===== src/rtl/seg_scan_driver.sv =====
// Memory-mapped 4-digit seven-segment scanner: a DATA/CTRL register pair on the
// CPU bus, plus a time-multiplexed hex decoder driving active-low anodes and segments.
module seg_scan_driver #(
    parameter int unsigned SCAN_DIV  = 100000,
    parameter logic [31:0] BASE_ADDR = 32'h40000014
) (
    input  logic        clk,
    input  logic        reset,
    input  logic        MemRead,
    input  logic        MemWrite,
    input  logic [31:0] Address,
    input  logic [31:0] Write_data,
    output logic [31:0] Read_data,
    output logic [7:0]  BCD,
    output logic [3:0]  ano
);

    localparam int unsigned CNT_W   = $clog2(SCAN_DIV);
    localparam int unsigned DATA_W  = 16;
    localparam int unsigned CTRL_W  = 5;
    localparam logic [31:0] CTRL_ADDR = BASE_ADDR + 32'd4;
    localparam logic [CNT_W-1:0] CNT_MAX = CNT_W'(SCAN_DIV - 1);

    logic [DATA_W-1:0] data_q;
    logic [CTRL_W-1:0] ctrl_q;
    logic [CNT_W-1:0]  div_cnt;
    logic [1:0]        digit_idx;

    logic        sel_data;
    logic        sel_ctrl;
    logic        enable;
    logic [3:0]  dp_mask;
    logic [3:0]  nibble;
    logic [3:0]  ano_nxt;
    logic [7:0]  bcd_nxt;
    logic [15:0] unused_wd_hi;

    assign sel_data     = (Address == BASE_ADDR);
    assign sel_ctrl     = (Address == CTRL_ADDR);
    assign enable       = ctrl_q[0];
    assign dp_mask      = ctrl_q[4:1];
    assign unused_wd_hi = Write_data[31:16];

    // Active-low hex glyph, bit order {g,f,e,d,c,b,a}
    function automatic logic [6:0] hex_glyph(input logic [3:0] n);
        logic [6:0] g;
        case (n)
            4'h0: g = 7'h40;
            4'h1: g = 7'h79;
            4'h2: g = 7'h24;
            4'h3: g = 7'h30;
            4'h4: g = 7'h19;
            4'h5: g = 7'h12;
            4'h6: g = 7'h02;
            4'h7: g = 7'h78;
            4'h8: g = 7'h00;
            4'h9: g = 7'h10;
            4'hA: g = 7'h08;
            4'hB: g = 7'h03;
            4'hC: g = 7'h46;
            4'hD: g = 7'h21;
            4'hE: g = 7'h06;
            default: g = 7'h0E;
        endcase
        return g;
    endfunction

    // Bus register file
    always_ff @(posedge clk or posedge reset) begin
        if (reset) begin
            data_q <= '0;
            ctrl_q <= CTRL_W'(1);
        end else if (MemWrite) begin
            if (sel_data) begin
                data_q <= Write_data[DATA_W-1:0];
            end
            if (sel_ctrl) begin
                ctrl_q <= Write_data[CTRL_W-1:0];
            end
        end
    end

    // Pre-write values are returned on a same-cycle read/write
    always_comb begin
        Read_data = 32'h0;
        if (MemRead && sel_data) begin
            Read_data = {16'h0, data_q};
        end else if (MemRead && sel_ctrl) begin
            Read_data = {27'h0, ctrl_q};
        end
    end

    // Scan divider and digit index; held at zero while disabled so re-enable starts fresh
    always_ff @(posedge clk or posedge reset) begin
        if (reset) begin
            div_cnt   <= '0;
            digit_idx <= 2'd0;
        end else if (!enable) begin
            div_cnt   <= '0;
            digit_idx <= 2'd0;
        end else if (div_cnt == CNT_MAX) begin
            div_cnt   <= '0;
            digit_idx <= digit_idx + 2'd1;
        end else begin
            div_cnt   <= div_cnt + CNT_W'(1);
        end
    end

    always_comb begin
        nibble  = 4'h0;
        ano_nxt = 4'hF;
        bcd_nxt = 8'hFF;
        case (digit_idx)
            2'd0:    nibble = data_q[3:0];
            2'd1:    nibble = data_q[7:4];
            2'd2:    nibble = data_q[11:8];
            default: nibble = data_q[15:12];
        endcase
        if (enable) begin
            ano_nxt = ~(4'b0001 << digit_idx);
            bcd_nxt = {~dp_mask[digit_idx], hex_glyph(nibble)};
        end
    end

    always_ff @(posedge clk or posedge reset) begin
        if (reset) begin
            ano <= 4'hF;
            BCD <= 8'hFF;
        end else begin
            ano <= ano_nxt;
            BCD <= bcd_nxt;
        end
    end

endmodule

===== config.mk =====
export PLATFORM = sky130hd
export DESIGN_NAME = seg_scan_driver
export DESIGN_NICKNAME = d
export VERILOG_FILES = /design/src/rtl/seg_scan_driver.sv
export SDC_FILE = /design/constraint.sdc
export NUM_CORES = 1
export LEC_CHECK = 0
export ABC_AREA = 1
export CORE_MARGIN = 3
export CORE_UTILIZATION = 46
export CTS_CLUSTER_SIZE = 25
export DETAILED_ROUTE_END_ITERATION = 6
export GPL_TIMING_DRIVEN = 0
export PLACE_DENSITY = 0.79
export SLEW_MARGIN = 5
export SYNTH_ARGS = -nofsm -noshare
export SYNTH_HDL_FRONTEND = slang
export SYNTH_SLANG_ARGS = --single-unit

===== constraint.sdc =====
create_clock -name clk -period 2.7 [get_ports clk]
set_input_delay 0.27 -clock clk [delete_from_list [all_inputs] [get_ports clk]]
set_output_delay 0.27 -clock clk [all_outputs]
set_load 0.01 [all_outputs]

==> impl_metrics.toml <==
[worst_setup_path]
crit_slowest_cell = "clkdlybuf4s50_1"
critPathMaxFanout = 10
start_kind = "input port"
startpoint = "Address[30]"
reg2reg_from = "digit_idx[0]"
cp.arrival_ns = 2.20
critical_path_class = "in -> out"
cp_cell_sequence = "clkdlybuf4s50_1 > inv_1 > nor2_1 > nand2_1 > nor2_2 > nand2_2 > nor2_2 > nand3_1 > nand2_1 > clkdlybuf4s50_1"
cp-end-kind = "primary output"
required_ns = 2.43
critPathMaxStageDelay_ns = 0.55

[cts]
post_cts_resize_count = 0
cts_made_buffers = 5
cts_setup_buffers = 0
cts_sinks = 52
clockBufferDepth = 2
clk_pin_slew_ns = 0.09
htreeDepth = 2
cts_tree = "yes"
cts_hold_buf = 0
root_buffer = "clkbuf_8"
clk-insertion-delay-late_ns = 0.31

[timing]
finClkSkew_ns = 0.00811
period_share_pct = 91.4
fin_crit_ns = 2.47
drv_slew = 0
max_freq_ghz = 0.405
setup_viol = 0
whs_ns = 0.352
setup_tns_ns = 0
finalHoldViolCount = 0
rsz0062_at_grt = "no"
relSlewSlack_pct = 59.3
worst_pin_slew_ns = 0.609

[die]
rows = 29
core-area_mm2 = 0.00660
die_w_um = 90.0
start_util_pct = 49.1
die-area_mm2 = 0.00809
io_pins = 112
die_h_um = 90.0

[pwr]
p_leak_uw = 0.00204
ir_worst_vdd_uv = 178
powerDensity_mw_per_mm2 = 316
total_power_uw = 1360

[place]
hpwl_mm = 6.13
place.gp.congestion = 0.857
io_buffers = 79
placed_cells = 651

[grt]
grt_first_pass_wirelength_mm = 13.0
grt_max_degree = 29
grt_pass1_vias = 3067
grt_use_met2_pct = 33.6
grt_use_total_pct = 19.3
met1_usage_pct = 23.3
busiest_layer = "met2"
grt_use_met3_pct = 5.34
grt_antenna_before_repair = 0
gr-total-overflow = 0

[drt]
ant_nets = 0
drt-total-wl_mm = 7.65
drt-pass1-iter-count = 5
routedWlPerCell_um = 11.6
vias_per_cell = 4.76
drc = 0
drtIter0Drc = 116
vias = 3140

[cells_and_area]
drive_gt1_share_pct = 10.1
antenna_cells = 0
fin_cells = 659
area_growth_pct = 33.1
nets = 645

[synthesis]
synthDominantCellAreaShare_pct = 30.1
yosysTopAreaCell = "dfrtp_1"
ys_seq_area_share_pct = 40.6
synth_cell_types = 29
postSynthCellCount = 463
synth-seq-cells = 52
syn_area_per_cell_um2 = 7.00
yosysWarnings = 0
synth_top_cells_by_area = "dfrtp_1 (30%), nand2_1 (17%), dfstp_2 (11%), nand3_1 (9.6%), nor2_1 (8.2%)"
synth_area_mm2 = 0.00324

[outcome]
status = "completed"

[run]
cap_viol_max_count = 0

[worst_hold_path]
hp-class = "in -> async"
cells in the final DEF, fill, tap and decap left out, drive strengths merged:
master | netlist | layout
a21oi | 5 | 5
buf | 22 | 23
clkbuf | 3 | 10
clkdlybuf4s50 | 0 | 79
clkinv | 0 | 1
conb | 1 | 16
dfrtp | 39 | 39
dfstp | 13 | 13
ha | 12 | 12
inv | 53 | 53
nand2 | 148 | 148
nand3 | 63 | 63
nand4 | 1 | 1
nor2 | 78 | 78
nor3 | 8 | 8
o21ai | 9 | 9
o21bai | 1 | 1
o22ai | 2 | 2
xnor2 | 2 | 2
xor2 | 3 | 3
per-layer routing:
metal,vias up,routed length (µm)
met4,0,107
met3,11,654
li1,1607,-
met5,-,0
met1,1410,3230
met2,112,3660
through the flow:
| stage | setup WS, ns | area [µm²] | util, % |
|---|---|---|---|
| after floorplan | 0.839 | 3300 | - |
| after global placement | 0.203 | 4210 | 63.7 |
| after detailed placement | 0.208 | 4230 | 64.1 |
| after CTS | 0.196 | 4310 | 65.3 |
| after global routing | 0.0321 | 4310 | 65.3 |
| final | 0.231 | 4310 | 65.3 |
where the power goes:
| part | leakage [µW] | total, µW | switching [µW] | internal, µW |
|---|---|---|---|---|
| combinational | 0.00131 | 150 | 59.5 | 90.6 |
| sequential | 0.000682 | 779 | 0.00000294 | 779 |
| clock | 0.0000422 | 434 | 251 | 183 |
cell usage after synthesis (all sizes together):
cell type and count:
o22ai 2, clkbuf 3, nand3 63, inv 53, nand2 148, conb 1, nor2 78, xnor2 2
a21oi 5, nor3 8, o21ai 9, dfrtp 39, dfstp 13, o21bai 1, xor2 3, buf 22
nand4 1, ha 12
cell families after synthesis:
| kind of cell | after synthesis | share of synthesized area [%] |
|---|---|---|
| XOR/XNOR | 5 | 1.35 |
| buffers and inverters | 78 | 11.8 |
| adder cells (fa/ha/maj) | 12 | 4.63 |
| AND/OR/NAND/NOR | 298 | 38.4 |
| other | 1 | 0.116 |
| flip-flops | 52 | 40.6 |
| AO/OA/AOI/OAI | 17 | 3.01 |
worst max-delay path: cells and delay by family:
kind | cells | cell delay (ns)
buf+inv | 3 | 1.05
simple gates | 7 | 0.86
worst paths after layout:
check / to / slack (ns) / depth (start not counted)
worst min register to register: data_q[14] / 0.48 / 2
min in group clk: data_q[14] / 0.48 / 2
worst max-delay path: Read_data[2] / 0.23 / 10
worst max register to register: BCD[5] / 0.44 / 11
worst min-delay path: div_cnt[13] / 0.35 / 2
max in group asynchronous: ano[2] / 1.74 / 3
sequential cells by signal (all words and copies together) (netlist names):
| signal | flops |
|---|---|
| BCD | 8 |
| ano | 4 |
| div_cnt | 17 |
| ctrl_q | 5 |
| digit_idx | 2 |
| data_q | 16 |
area by class of cell:
type                       instances  area [µm²]
buffer                            25         185
clock buffer                       7        76.3
clock inverter                     1        5.00
fill                             568        2290
inverter                          53         199
multi-input combinational        348        1600
sequential                        52        1320
tap                               93         116
timing repair buffer              80         818
(Power assumes the default switching activity.)
==> RTL change, RTL diff (same settings) <==
Change the parameter `SCAN_DIV` from 100000 to 400000.
--- a/src/rtl/seg_scan_driver.sv
+++ b/src/rtl/seg_scan_driver.sv
@@ -1,7 +1,7 @@
 // Memory-mapped 4-digit seven-segment scanner: a DATA/CTRL register pair on the
 // CPU bus, plus a time-multiplexed hex decoder driving active-low anodes and segments.
 module seg_scan_driver #(
-    parameter int unsigned SCAN_DIV  = 100000,
+    parameter int unsigned SCAN_DIV  = 400000,
     parameter logic [31:0] BASE_ADDR = 32'h40000014
 ) (
     input  logic        clk,
Formal check against the unedited RTL: no difference found for any inputs over 4 cycles, from zero or initial values and one cycle with reset high; that may be too few to reach the edited logic, so the function may still have changed.
==> RTL change against the original RTL <==
First-iteration DRC count is 92% higher; cell area rose by 4.1%; routed wire length increased by 3.1%; non-clock buffer count is the same; synthesized area grew 4.7%; clock skew fell by 0.0043 ns; setup slack got worse by 0.022 ns; sequential share of layout area is 0.077 points lower; power increased by 9.1%; largest power group unchanged; worst hold slack worse by 0.020 ns; global-route usage shrank 0.30 points; sequential cell count rose by 2; clock power rose by 22%.
==> RTL change: results (changes against the original RTL) <==
===========================================================================
Placed Instances                                                        678   +4.1%
Seq group                                                            809 uW   +3.9%
Post-synthesis instance total                                           487   +5.2%
Routed met1 length                                             3450 microns   +6.8%
Slowest cell on the critical path                              clkdlybuf4s50_1
Distinct cell type count after synthesis                                 31   +6.9%
Minimum setup slack in the final design                            0.209 ns   -0.0218 ns
Pin count of the biggest net entering global routing                     30   +3.4%
Number of nets at the end of the flow                                   669   +3.7%
Critical path destination                                      Read_data[4]
Clock network fraction of design power                                35.6%   +3.8 points
Reg2Reg Capture Point                                                BCD[3]
Routability congestion estimate from global placement                 0.957   +12%
Sequential element share of the synthesized area                      40.3%   -0.34 points
Fraction of final layout cells sized beyond drive strength 1          10.0%   -0.071 points
Worst Skew                                                       0.00381 ns   -0.00430 ns
Sum of net half-perimeters after detailed placement            6360 microns   +3.8%
Via count of the first global-routing pass                             3150   +2.7%
Relative contribution of combinational cells to total power           10.0%   -1.0 points
Total routing usage reported by global routing                        19.0%   -0.30 points
Sw Pwr                                                               315 uW   +1.4%
Routed wl met3                                                  679 microns   +3.8%
Number of cells upsized or downsized after cts                            0   unchanged
Final wirelength                                               7880 microns   +3.1%
CP arrival                                                          2.22 ns   +0.02 ns
Wire length of the first global-routing pass                   13400 microns   +2.6%
Commonest cells in the netlist                                 nand2_1, nor2_1, nand3_1, inv_1, dfrtp_1
Status                                                         complete, no violations
Max rail drop VDD                                                    228 uV   +28%
Leading cell types by total area after synthesis               dfrtp_1, nand2_1, dfstp_2
Leakage                                                             2.07 nW   +1.3%
Final Hold Slack                                                   0.332 ns   -0.0198 ns
Slew at the pin closest to its max-slew limit                      0.570 ns   -0.0391 ns
Iter 0 DRT Violations                                                   223   +92%
Top flop regs                                                  div_cnt (19), data_q (16), BCD (8)
Detailed-route wire length per cell                            11.5 microns   -0.93%
Filler cell count                                                       652   +15%
Worst setup slack before clock tree synthesis                      0.225 ns   +0.0171 ns
Placed cell area                                                 4380 sq um   +3.5%
Via count                                                              3301   +5.1%
===========================================================================
RTL change: changes by cell type in the layout (fill, tap and decap cells not counted), moves of 3 or more:
| cell | unedited run | this run |
|---|---|---|
| nor2_1 | 71 | 88 |
| nand2_1 | 145 | 155 |
| nor3_1 | 8 | 1 |
| nor2_2 | 6 | 2 |
| o21ai_0 | 7 | 3 |
| xor2_1 | 3 | 6 |
RTL change: metal layers:
layer | vias to the layer above | global-route usage [%]
met2 | 135 | 32.4
met1 | 1471 | 23.8
met3 | 16 | 4.51
met5 | - | 0
li1 | 1679 | -
met4 | 0 | 5.94
RTL change: worst reg2reg max path, cell delays in order, from the launching register on:
cell and delay [ns]:
dfrtp_1 0.48, inv_1 0.15, ha_1 0.30, nand2_1 0.09
nand2_1 0.05, o21ai_1 0.37, inv_1 0.16, ha_1 0.24
nand3_1 0.15, nand2_1 0.07, nand2_1 0.06, nand3_1 0.07
RTL change: area by class of cell:
type | instances | area [sq um] | share of cell area, %
flip-flops and latches | 54 | 1370 | 30.5
multi-input cells | 371 | 1710 | 38.0
clock buffers | 5 | 68.8 | 1.53
well taps | 96 | 120 | 2.68
inverters | 52 | 196 | 4.38
repair buffers | 80 | 811 | 18.1
plain buffers | 25 | 178 | 3.96
clock inverters | 3 | 40.0 | 0.892
RTL change: cells by family (layout without fill, tap and decap cells):
kind of cell / after synthesis / count (layout) / share of synthesized area [%]
other: 1 / 16 / 0.111
xor gates and xnor gates: 6 / 6 / 1.55
and+or+nand+nor: 318 / 318 / 39.2
AOI/OAI and AO/OA: 19 / 19 / 3.43
DFF: 54 / 54 / 40.3
buffers and inverters: 77 / 165 / 11.0
adders and majority gates: 12 / 12 / 4.42
